$ cat config.mk
export PLATFORM = sky130hd
export DESIGN_NAME = load_store_unit
export DESIGN_NICKNAME = d
export VERILOG_FILES = /design/src/rtl/load_store_unit.sv
export SDC_FILE = /design/constraint.sdc
export NUM_CORES = 1
export LEC_CHECK = 0
export CORE_MARGIN = 2
export CORE_UTILIZATION = 53
export CTS_CLUSTER_DIAMETER = 120
export CTS_CLUSTER_SIZE = 10
export DETAILED_ROUTE_END_ITERATION = 6
export PLACE_DENSITY = 0.87
export SKIP_CTS_REPAIR_TIMING = 1
export SLEW_MARGIN = 0
export SYNTH_ARGS = -nofsm -noshare
export SYNTH_HDL_FRONTEND = slang
export SYNTH_SLANG_ARGS = --single-unit
$ cat constraint.sdc
create_clock -name clk -period 6.55 [get_ports clk]
set_clock_uncertainty 0.15 [all_clocks]
set_input_delay 1.31 -clock clk [delete_from_list [all_inputs] [get_ports clk]]
set_output_delay 1.31 -clock clk [all_outputs]
set_load 0.02 [all_outputs]
$ cat src/rtl/load_store_unit.sv
// RV32I load/store unit: byte-lane steering, misaligned accesses split into
// two word accesses, and load result alignment/extension one cycle after the last access.
module load_store_unit #(
  parameter int ADDR_WIDTH = 14,
  parameter int XLEN       = 32
) (
  input  logic                  clk,
  input  logic                  reset,
  input  logic                  req_valid,
  input  logic                  req_we,
  input  logic [2:0]            req_funct3,
  input  logic [31:0]           req_addr,
  input  logic [XLEN-1:0]       req_wdata,
  output logic                  stall,
  output logic                  load_valid,
  output logic [XLEN-1:0]       load_data,
  output logic [ADDR_WIDTH-1:0] mem_adra,
  output logic [XLEN-1:0]       mem_dina,
  output logic [3:0]            mem_wea,
  input  logic [XLEN-1:0]       mem_douta
);

  localparam logic [0:0] ST_IDLE  = 1'b0;
  localparam logic [0:0] ST_SPLIT = 1'b1;

  logic [0:0]            state_reg, state_next;

  // Second-access context, captured when a split request is accepted
  logic [ADDR_WIDTH-1:0] spl_addr_reg;
  logic [XLEN-1:0]       spl_dhi_reg;
  logic [3:0]            spl_mhi_reg;
  logic                  spl_we_reg;
  logic [2:0]            spl_funct3_reg;
  logic [1:0]            spl_off_reg;

  // Load pipeline register used to form the result in the cycle after the last access
  logic                  load_pend_reg;
  logic [2:0]            funct3_reg;
  logic [1:0]            off_reg;
  logic                  split_reg;
  logic [XLEN-1:0]       low_buf_reg;

  logic [1:0]            off;
  logic [ADDR_WIDTH-1:0] word_addr;
  logic [3:0]            size_mask;
  logic [2*XLEN-1:0]     d64;
  logic [7:0]            m8;
  logic                  is_split;
  logic                  legal;
  logic                  accept;
  logic                  unused_addr_bits;

  assign off              = req_addr[1:0];
  assign word_addr        = req_addr[ADDR_WIDTH+1:2];
  assign unused_addr_bits = ^req_addr[31:ADDR_WIDTH+2];

  always_comb begin
    case (req_funct3[1:0])
      2'b00:   size_mask = 4'b0001;
      2'b01:   size_mask = 4'b0011;
      default: size_mask = 4'b1111;
    endcase
  end

  assign d64      = {{XLEN{1'b0}}, req_wdata} << {off, 3'b000};
  assign m8       = {4'b0000, size_mask} << off;
  assign is_split = |m8[7:4];

  always_comb begin
    case (req_funct3)
      3'b000, 3'b001, 3'b010: legal = 1'b1;
      3'b100, 3'b101:         legal = ~req_we;
      default:                legal = 1'b0;
    endcase
  end

  assign accept = req_valid && legal && (state_reg == ST_IDLE) && !reset;

  always_comb begin
    mem_adra   = word_addr;
    mem_dina   = d64[XLEN-1:0];
    mem_wea    = 4'b0000;
    stall      = 1'b0;
    state_next = ST_IDLE;
    if (reset) begin
      state_next = ST_IDLE;
    end else if (state_reg == ST_SPLIT) begin
      mem_adra = spl_addr_reg + 1'b1;
      mem_dina = spl_dhi_reg;
      mem_wea  = spl_we_reg ? spl_mhi_reg : 4'b0000;
    end else if (accept) begin
      mem_wea    = req_we ? m8[3:0] : 4'b0000;
      stall      = is_split;
      state_next = is_split ? ST_SPLIT : ST_IDLE;
    end
  end

  always_ff @(posedge clk) begin
    if (reset) begin
      state_reg      <= ST_IDLE;
      spl_addr_reg   <= '0;
      spl_dhi_reg    <= '0;
      spl_mhi_reg    <= '0;
      spl_we_reg     <= 1'b0;
      spl_funct3_reg <= '0;
      spl_off_reg    <= '0;
      load_pend_reg  <= 1'b0;
      funct3_reg     <= '0;
      off_reg        <= '0;
      split_reg      <= 1'b0;
      low_buf_reg    <= '0;
    end else begin
      state_reg     <= state_next;
      load_pend_reg <= 1'b0;
      if (state_reg == ST_SPLIT) begin
        if (!spl_we_reg) begin
          load_pend_reg <= 1'b1;
          funct3_reg    <= spl_funct3_reg;
          off_reg       <= spl_off_reg;
          split_reg     <= 1'b1;
          low_buf_reg   <= mem_douta;
        end
      end else if (accept) begin
        if (is_split) begin
          spl_addr_reg   <= word_addr;
          spl_dhi_reg    <= d64[2*XLEN-1:XLEN];
          spl_mhi_reg    <= m8[7:4];
          spl_we_reg     <= req_we;
          spl_funct3_reg <= req_funct3;
          spl_off_reg    <= off;
        end else if (!req_we) begin
          load_pend_reg <= 1'b1;
          funct3_reg    <= req_funct3;
          off_reg       <= off;
          split_reg     <= 1'b0;
        end
      end
    end
  end

  logic [XLEN-1:0]   word_lo;
  logic [XLEN-1:0]   word_hi;
  logic [2*XLEN-1:0] combined;
  logic [7:0]        comb_bytes [0:7];
  logic [XLEN-1:0]   r_word;
  logic [XLEN-1:0]   ext_word;

  assign word_lo  = split_reg ? low_buf_reg : mem_douta;
  assign word_hi  = split_reg ? mem_douta : '0;
  assign combined = {word_hi, word_lo};

  genvar gi;
  generate
    for (gi = 0; gi < 8; gi++) begin : g_bytes
      assign comb_bytes[gi] = combined[8*gi +: 8];
    end
    // Byte lane gi of the result comes from byte (off + gi) of the two-word window
    for (gi = 0; gi < 4; gi++) begin : g_align
      assign r_word[8*gi +: 8] = comb_bytes[{1'b0, off_reg} + 3'(gi)];
    end
  endgenerate

  always_comb begin
    case (funct3_reg)
      3'b000:  ext_word = {{24{r_word[7]}}, r_word[7:0]};
      3'b001:  ext_word = {{16{r_word[15]}}, r_word[15:0]};
      3'b100:  ext_word = {24'b0, r_word[7:0]};
      3'b101:  ext_word = {16'b0, r_word[15:0]};
      default: ext_word = r_word;
    endcase
  end

  assign load_valid = load_pend_reg && !reset;
  assign load_data  = load_valid ? ext_word : '0;

endmodule
==> results of run 1 <==
## cells in the final DEF, fill, tap and decap left out, drive strengths merged, types with 2 or more instances in the layout
master and n:
nand3 34, nand4 24, and2 2, mux4 17
a211oi 14, xnor2 5, and3 2, a2111oi 2
dfxtp 87, nand2b 11, clkbuf 9, nor4 2
a21oi 120, mux2i 71, o2bb2ai 8, o21ai 66
or2 2, buf 18, nor2 50, a32oi 9
a31oi 17, xor2 8, a311oi 7, and4 2
inv 7, nor3 29, nor2b 5, a22o 17
mux2 17, o31ai 8, ha 3, nand2 139
o211ai 3, clkinv 6, clkdlybuf4s50 169
## power by group through the flow
stage	clock [uW]	combinational [uW]	sequential, uW
floorplan	0	253	562
global placement	0	391	576
detailed placement	0	396	577
CTS	537	399	565
global route	555	432	569
finish	531	404	566
## kinds of logic (layout without fill, tap and decap cells)
kind of cell             Yosys count  count (layout)  share of synthesized area (%)
buffers and inverters             91             210                           6.45
AND/OR/NAND/NOR                  306             306                           20.7
flip-flops                        87              87                           26.0
multiplexers                     105             105                           19.3
AO/OA/AOI/OAI                    279             279                           25.3
XOR/XNOR                          13              13                           1.70
adder cells (fa/ha/maj)            3               3                          0.561
## worst min-delay path, cell delays in order (launching register included)
cell and delay, ns:
dfxtp_1 0.32, nand2_1 0.05, a21oi_1 0.05
## per-layer routing
layer	wire (um)	vias up
li1	-	3480
met1	8250	3445
met2	9830	459
met3	2200	55
met4	720	0
met5	0	-
## worst max path at each step
stage	from	slack (ns)	end
floorplan	reset	2.35	mem_wea[3]
global placement	reset	1.01	load_data[24]
detailed placement	reset	0.92	load_data[24]
CTS	reset	0.91	load_data[24]
global route	reset	0.73	load_data[24]
finish	reset	0.84	load_data[24]
## through the flow
step                      utilization (%)  hold WS (ns)  cell area (sq um)
after floorplan                         -         0.287               6690
after global placement               66.9         0.300               8340
after detailed placement             66.9         0.311               8340
after CTS                            69.4         0.320               8650
after global routing                 69.4         0.349               8650
final                                69.4         0.319               8650
## cell type report
| class | count | share of cell area (%) |
|---|---|---|
| Tap cell | 172 | 2.49 |
| Timing Repair Buffer | 187 | 21.1 |
| Clock inverter | 7 | 0.912 |
| Sequential cell | 87 | 20.2 |
| Inverter | 7 | 0.304 |
| Multi-Input combinational cell | 706 | 52.4 |
| Clock buffer | 9 | 2.60 |
==> results_dict.tcl, run 1 <==
set metrics [dict create \
    synth_warnings 0 \
    grt_pass1_vias 6753 \
    rsz0062_at_grt "no" \
    dp_hpwl_um 14600 \
    grt_util_met2_pct 50.4 \
    crit_cells 6 \
    finalNetCount 1104 \
    yosysMostFrequentCell "nand2_1" \
    clk_pin_slew_worst_paths_ns 0.07 \
    fillers 1022 \
    port-buffer-count 170 \
    min_period_ns 5.71 \
    syn_avg_cell_area_sq_um 7.57 \
    core_sq_um 12500 \
    ys.flop_type "dfxtp_1" \
    die_y_um 116 \
    period_share_pct 87.1 \
    r2r_cells 5 \
    syn_nets 990 \
    grt_use_total_pct 30.5 \
    p_leak_uw 0.00287 \
    drc_errors 0 \
    totalPowerFinal_uw 1500 \
    std_cell_rows 41 \
    sequentialPowerShare_pct 37.7 \
    worstSkewPairLatency_ns 0.34 \
    hp-class "reg -> reg" \
    combPwrFrac_pct 26.9 \
    synthDistinctLibCells 56 \
    clkPwrFrac_pct 35.4 \
    rr_startpoint "state_reg" \
    cts_max_level 3 \
    busiest_layer "met2" \
    seq_area_sq_um 1750 \
    ys_ff_latch 87 \
    start_util_pct 53.7 \
    areaGrowthSynthToFinish_pct 29.2 \
    power_per_cell_area_nw_per_um2 174 \
    regToRegEndpoint "spl_dhi_reg[15]" \
    use_met3_pct 6.02 \
    synthTopCellsByArea "dfxtp_1, mux2i_1, a21oi_1" \
    pre_cts_slack_ns 0.918 \
    setup_viol 0 \
    hold_viol 0 \
    synth_common_cells "nand2_1, a21oi_1, dfxtp_1" \
    yosysSeqAreaShare_pct 26.0 \
    syn-cell-area_sq_um 6690 \
    fin_setup_tns_ns 0 \
    worstSetupPathType "in -> out" \
    grt_max_degree 64 \
    switching_share_pct 31.3 \
    cts_tree "built" \
    routedWlPerCell_um 17.9 \
    drv_cap 0 \
    drtIter0Drc 872 \
    rrSetupSlack_ns 3.87 \
    gp_congestion 0.910 \
    start_kind "primary input" \
    internal_power_uw 1030 \
    grt_antenna_before_repair 0 \
    slew_headroom_pct 32.7 \
    p_sw_uw 470 \
    diodes 0 \
    crit_family "simple AND/OR/NAND/NOR gates" \
    io_pins 187 \
    clock.fmax_ghz 0.175 \
    viasPerCell 6.33 \
    synth-edff-count 0 \
    cts-root-to-sink-buffers 2 \
    drive_gt1_share_pct 7.98 \
    cts.sinks 87 \
    slowest_stage "clkdlybuf4s50_1" \
    setup_ws_ns 0.844 \
    grtUsageMet1_pct 39.1 \
    whs_path_depth 2 \
    worstPathArrival_ns 4.25 \
    dp_cells 1159 \
    grt_pass1_wl_um 33400 \
    drt_wl_total_um 21000 \
    async_flop_share_pct 0 \
    multi_input_area_sq_um 4530 \
    worst_setup_path_end_kind "output pin" \
    fin_cells 1175 \
    die-width_um 116 \
    required_ns 5.09 \
    vias 7439 \
    cts_buffers 9 \
    cts_root_buf "clkbuf_16" \
    maxSlewViolCount 0 \
    gr-total-overflow 0 \
    ant_nets 0 \
    synth_top_area_share_pct 26.0 \
    drt_pass1_iterations 5 \
    holdPathEnd "low_buf_reg[12]" \
    path_cells "buf_2 > nand2b_1 > a2111oi_0 > nand3_1 > a32oi_1 > clkdlybuf4s50_1" \
    crit_buf_inv 2 \
    max_stage_delay_ns 0.67 \
    ir_drop_v 0.000144 \
    largest_register_ff_count 32 \
    synth_cells 884 \
    die_area_sq_um 13500 \
    synth.largest_area_cell "dfxtp_1" \
    path_max_fanout 33 \
    min_from "low_buf_reg[12]" \
    tightest_slew_ns 1.01 \
    status "complete, no violations" \
]
Note: power is estimated with default switching activity, not from simulation.
==> run 2, diff against run 1 <==
Settings changed: CTS_CLUSTER_DIAMETER 120 to 100.
==> results of run 2 <==
No change in the layout: final DEF, timing and power equal those of run 1.
==> run 3, diff against run 2 <==
==> constraint.sdc (replaced) <==
create_clock -name clk -period 6.55 [get_ports clk]
set_clock_uncertainty 0.15 [all_clocks]
set_input_delay 0.9825 -clock clk [delete_from_list [all_inputs] [get_ports clk]]
set_output_delay 0.9825 -clock clk [all_outputs]
set_load 0.02 [all_outputs]
==> run 3 against run 2 <==
Fmax up 3.6%. Clock power shrank 3%. Critical path depth unchanged. Sequential cell count is the same. Register-to-register slack got worse by 0.08 ns. Worst setup slack gained 0.20 ns. Die area stayed put. Power shrank 0.88%. Via count shrank 0.79%. Core utilization is 0.17 points lower. Clock-buffer cell count is 4 higher.
==> results_dict.tcl, run 3 (same netlist as run 1, synthesis figures left out) <==
set metrics [dict create \
    status "complete, no violations" \
    internal_power_uw 1030 \
    seq_area_sq_um 1750 \
    die_y_um 116 \
    final_common_cell "clkdlybuf4s50_1" \
    regToRegEndpoint "spl_dhi_reg[21]" \
    min_period_ns 5.51 \
    core_sq_um 12500 \
    worstSkewPairLatency_ns 0.34 \
    grt_util_met2_pct 50.7 \
    sequentialPowerShare_pct 38.3 \
    combPwrFrac_pct 26.9 \
    grt_use_total_pct 30.7 \
    p_sw_uw 458 \
    largest_register_ff_count 32 \
    hp-class "reg -> reg" \
    rrSetupSlack_ns 3.79 \
    clk_pin_slew_worst_paths_ns 0.06 \
    cts_buffers 9 \
    cts-root-to-sink-buffers 2 \
    start_util_pct 53.7 \
    clock.fmax_ghz 0.182 \
    cts_root_buf "clkbuf_16" \
    viasPerCell 6.30 \
    maxSlewViolCount 0 \
    totalPowerFinal_uw 1490 \
    cts_tree "built" \
    start_kind "flop" \
    period_share_pct 84.1 \
    required_ns 5.42 \
    r2r_cells 5 \
    ant_nets 0 \
    drc_errors 0 \
    cts_max_level 3 \
    p_leak_uw 0.00285 \
    ir_drop_v 0.000111 \
    io_pins 187 \
    gr-total-overflow 0 \
    gp_congestion 0.977 \
    drv_cap 0 \
    path_max_fanout 33 \
    slew_headroom_pct 11.4 \
    grt_antenna_before_repair 0 \
    vias 7380 \
    drt_pass1_iterations 7 \
    finalNetCount 1101 \
    areaGrowthSynthToFinish_pct 28.9 \
    drive_gt1_share_pct 7.70 \
    switching_share_pct 30.8 \
    endpoint "load_data[16]" \
    die_area_sq_um 13500 \
    die-width_um 116 \
    rsz0062_at_grt "no" \
    grt_pass1_vias 6897 \
    power_per_cell_area_nw_per_um2 172 \
    drtIter0Drc 954 \
    stdcell_area_sq_um 8630 \
    routedWlPerCell_um 18.2 \
    diodes 0 \
    rr_startpoint "state_reg" \
    port-buffer-count 170 \
    worstSetupPathType "reg -> out" \
    mostFrequentLayoutCells "clkdlybuf4s50_1, nand2_1, a21oi_1" \
    grtUsageMet1_pct 39.2 \
    cts.sinks 87 \
    worstPathArrival_ns 4.38 \
    placed_cell_area_sq_um 8320 \
    crit_path_start "off_reg[1]" \
    dp_hpwl_um 14700 \
    fillers 1020 \
    use_met3_pct 4.72 \
    std_cell_rows 41 \
    tightest_slew_ns 1.32 \
    clkPwrFrac_pct 34.8 \
    busiest_layer "met2" \
    drt_wl_total_um 21300 \
    grt_pass1_wl_um 33400 \
    hold_viol 0 \
    grt_max_degree 76 \
    fin_setup_tns_ns 0 \
    multi_input_area_sq_um 4530 \
    worst_setup_path_end_kind "output pin" \
    setup_viol 0 \
]
## run 3: worst max-delay path, stage by stage, from the launching register on
cell,delay [ns]
dfxtp_1,0.68
clkinv_1,0.58
ha_1,0.45
buf_4,0.25
o211ai_1,1.08
a31oi_1,0.33
clkdlybuf4s50_1,0.65
## run 3: final cells by class
type	instances	area share [%]
inverter	7	0.305
clock buffer	13	3.25
timing repair buffer	184	20.9
sequential	87	20.2
clock inverter	3	0.290
tap	172	2.49
multi-input combinational	706	52.5
## run 3: power by group through the flow
stage	combinational [uW]	clock (uW)	sequential [uW]
global placement	387	0	580
detailed placement	392	0	581
finish	400	517	570
global route	428	544	573
floorplan	253	0	562
CTS	394	523	570
## run 3: worst min-delay path by stage
stage	to	start	cells after the start
2_1_floorplan	spl_mhi_reg[0]	spl_mhi_reg[0]	2
3_3_place_gp	spl_mhi_reg[0]	spl_mhi_reg[0]	2
3_5_place_dp	low_buf_reg[2]	low_buf_reg[2]	2
4_1_cts	low_buf_reg[2]	low_buf_reg[2]	2
5_1_grt	low_buf_reg[2]	low_buf_reg[2]	2
6_report	low_buf_reg[2]	low_buf_reg[2]	2
## run 3: per-layer routing
layer,up-vias,share of wire (%)
met1,3434,41
met3,53,9.2
met2,424,47
met5,-,0
li1,3469,-
met4,0,3.5
## run 3: per-stage QoR
stage,hold WS [ns],setup slack [ns],util [%],std cells
detailed placement,0.311,1.56,66.7,1156
CTS,0.320,1.19,69.2,1172
floorplan,0.287,3.01,-,884
global route,0.349,0.869,69.2,1172
global placement,0.300,1.68,66.7,1156
finish,0.316,1.04,69.2,1172
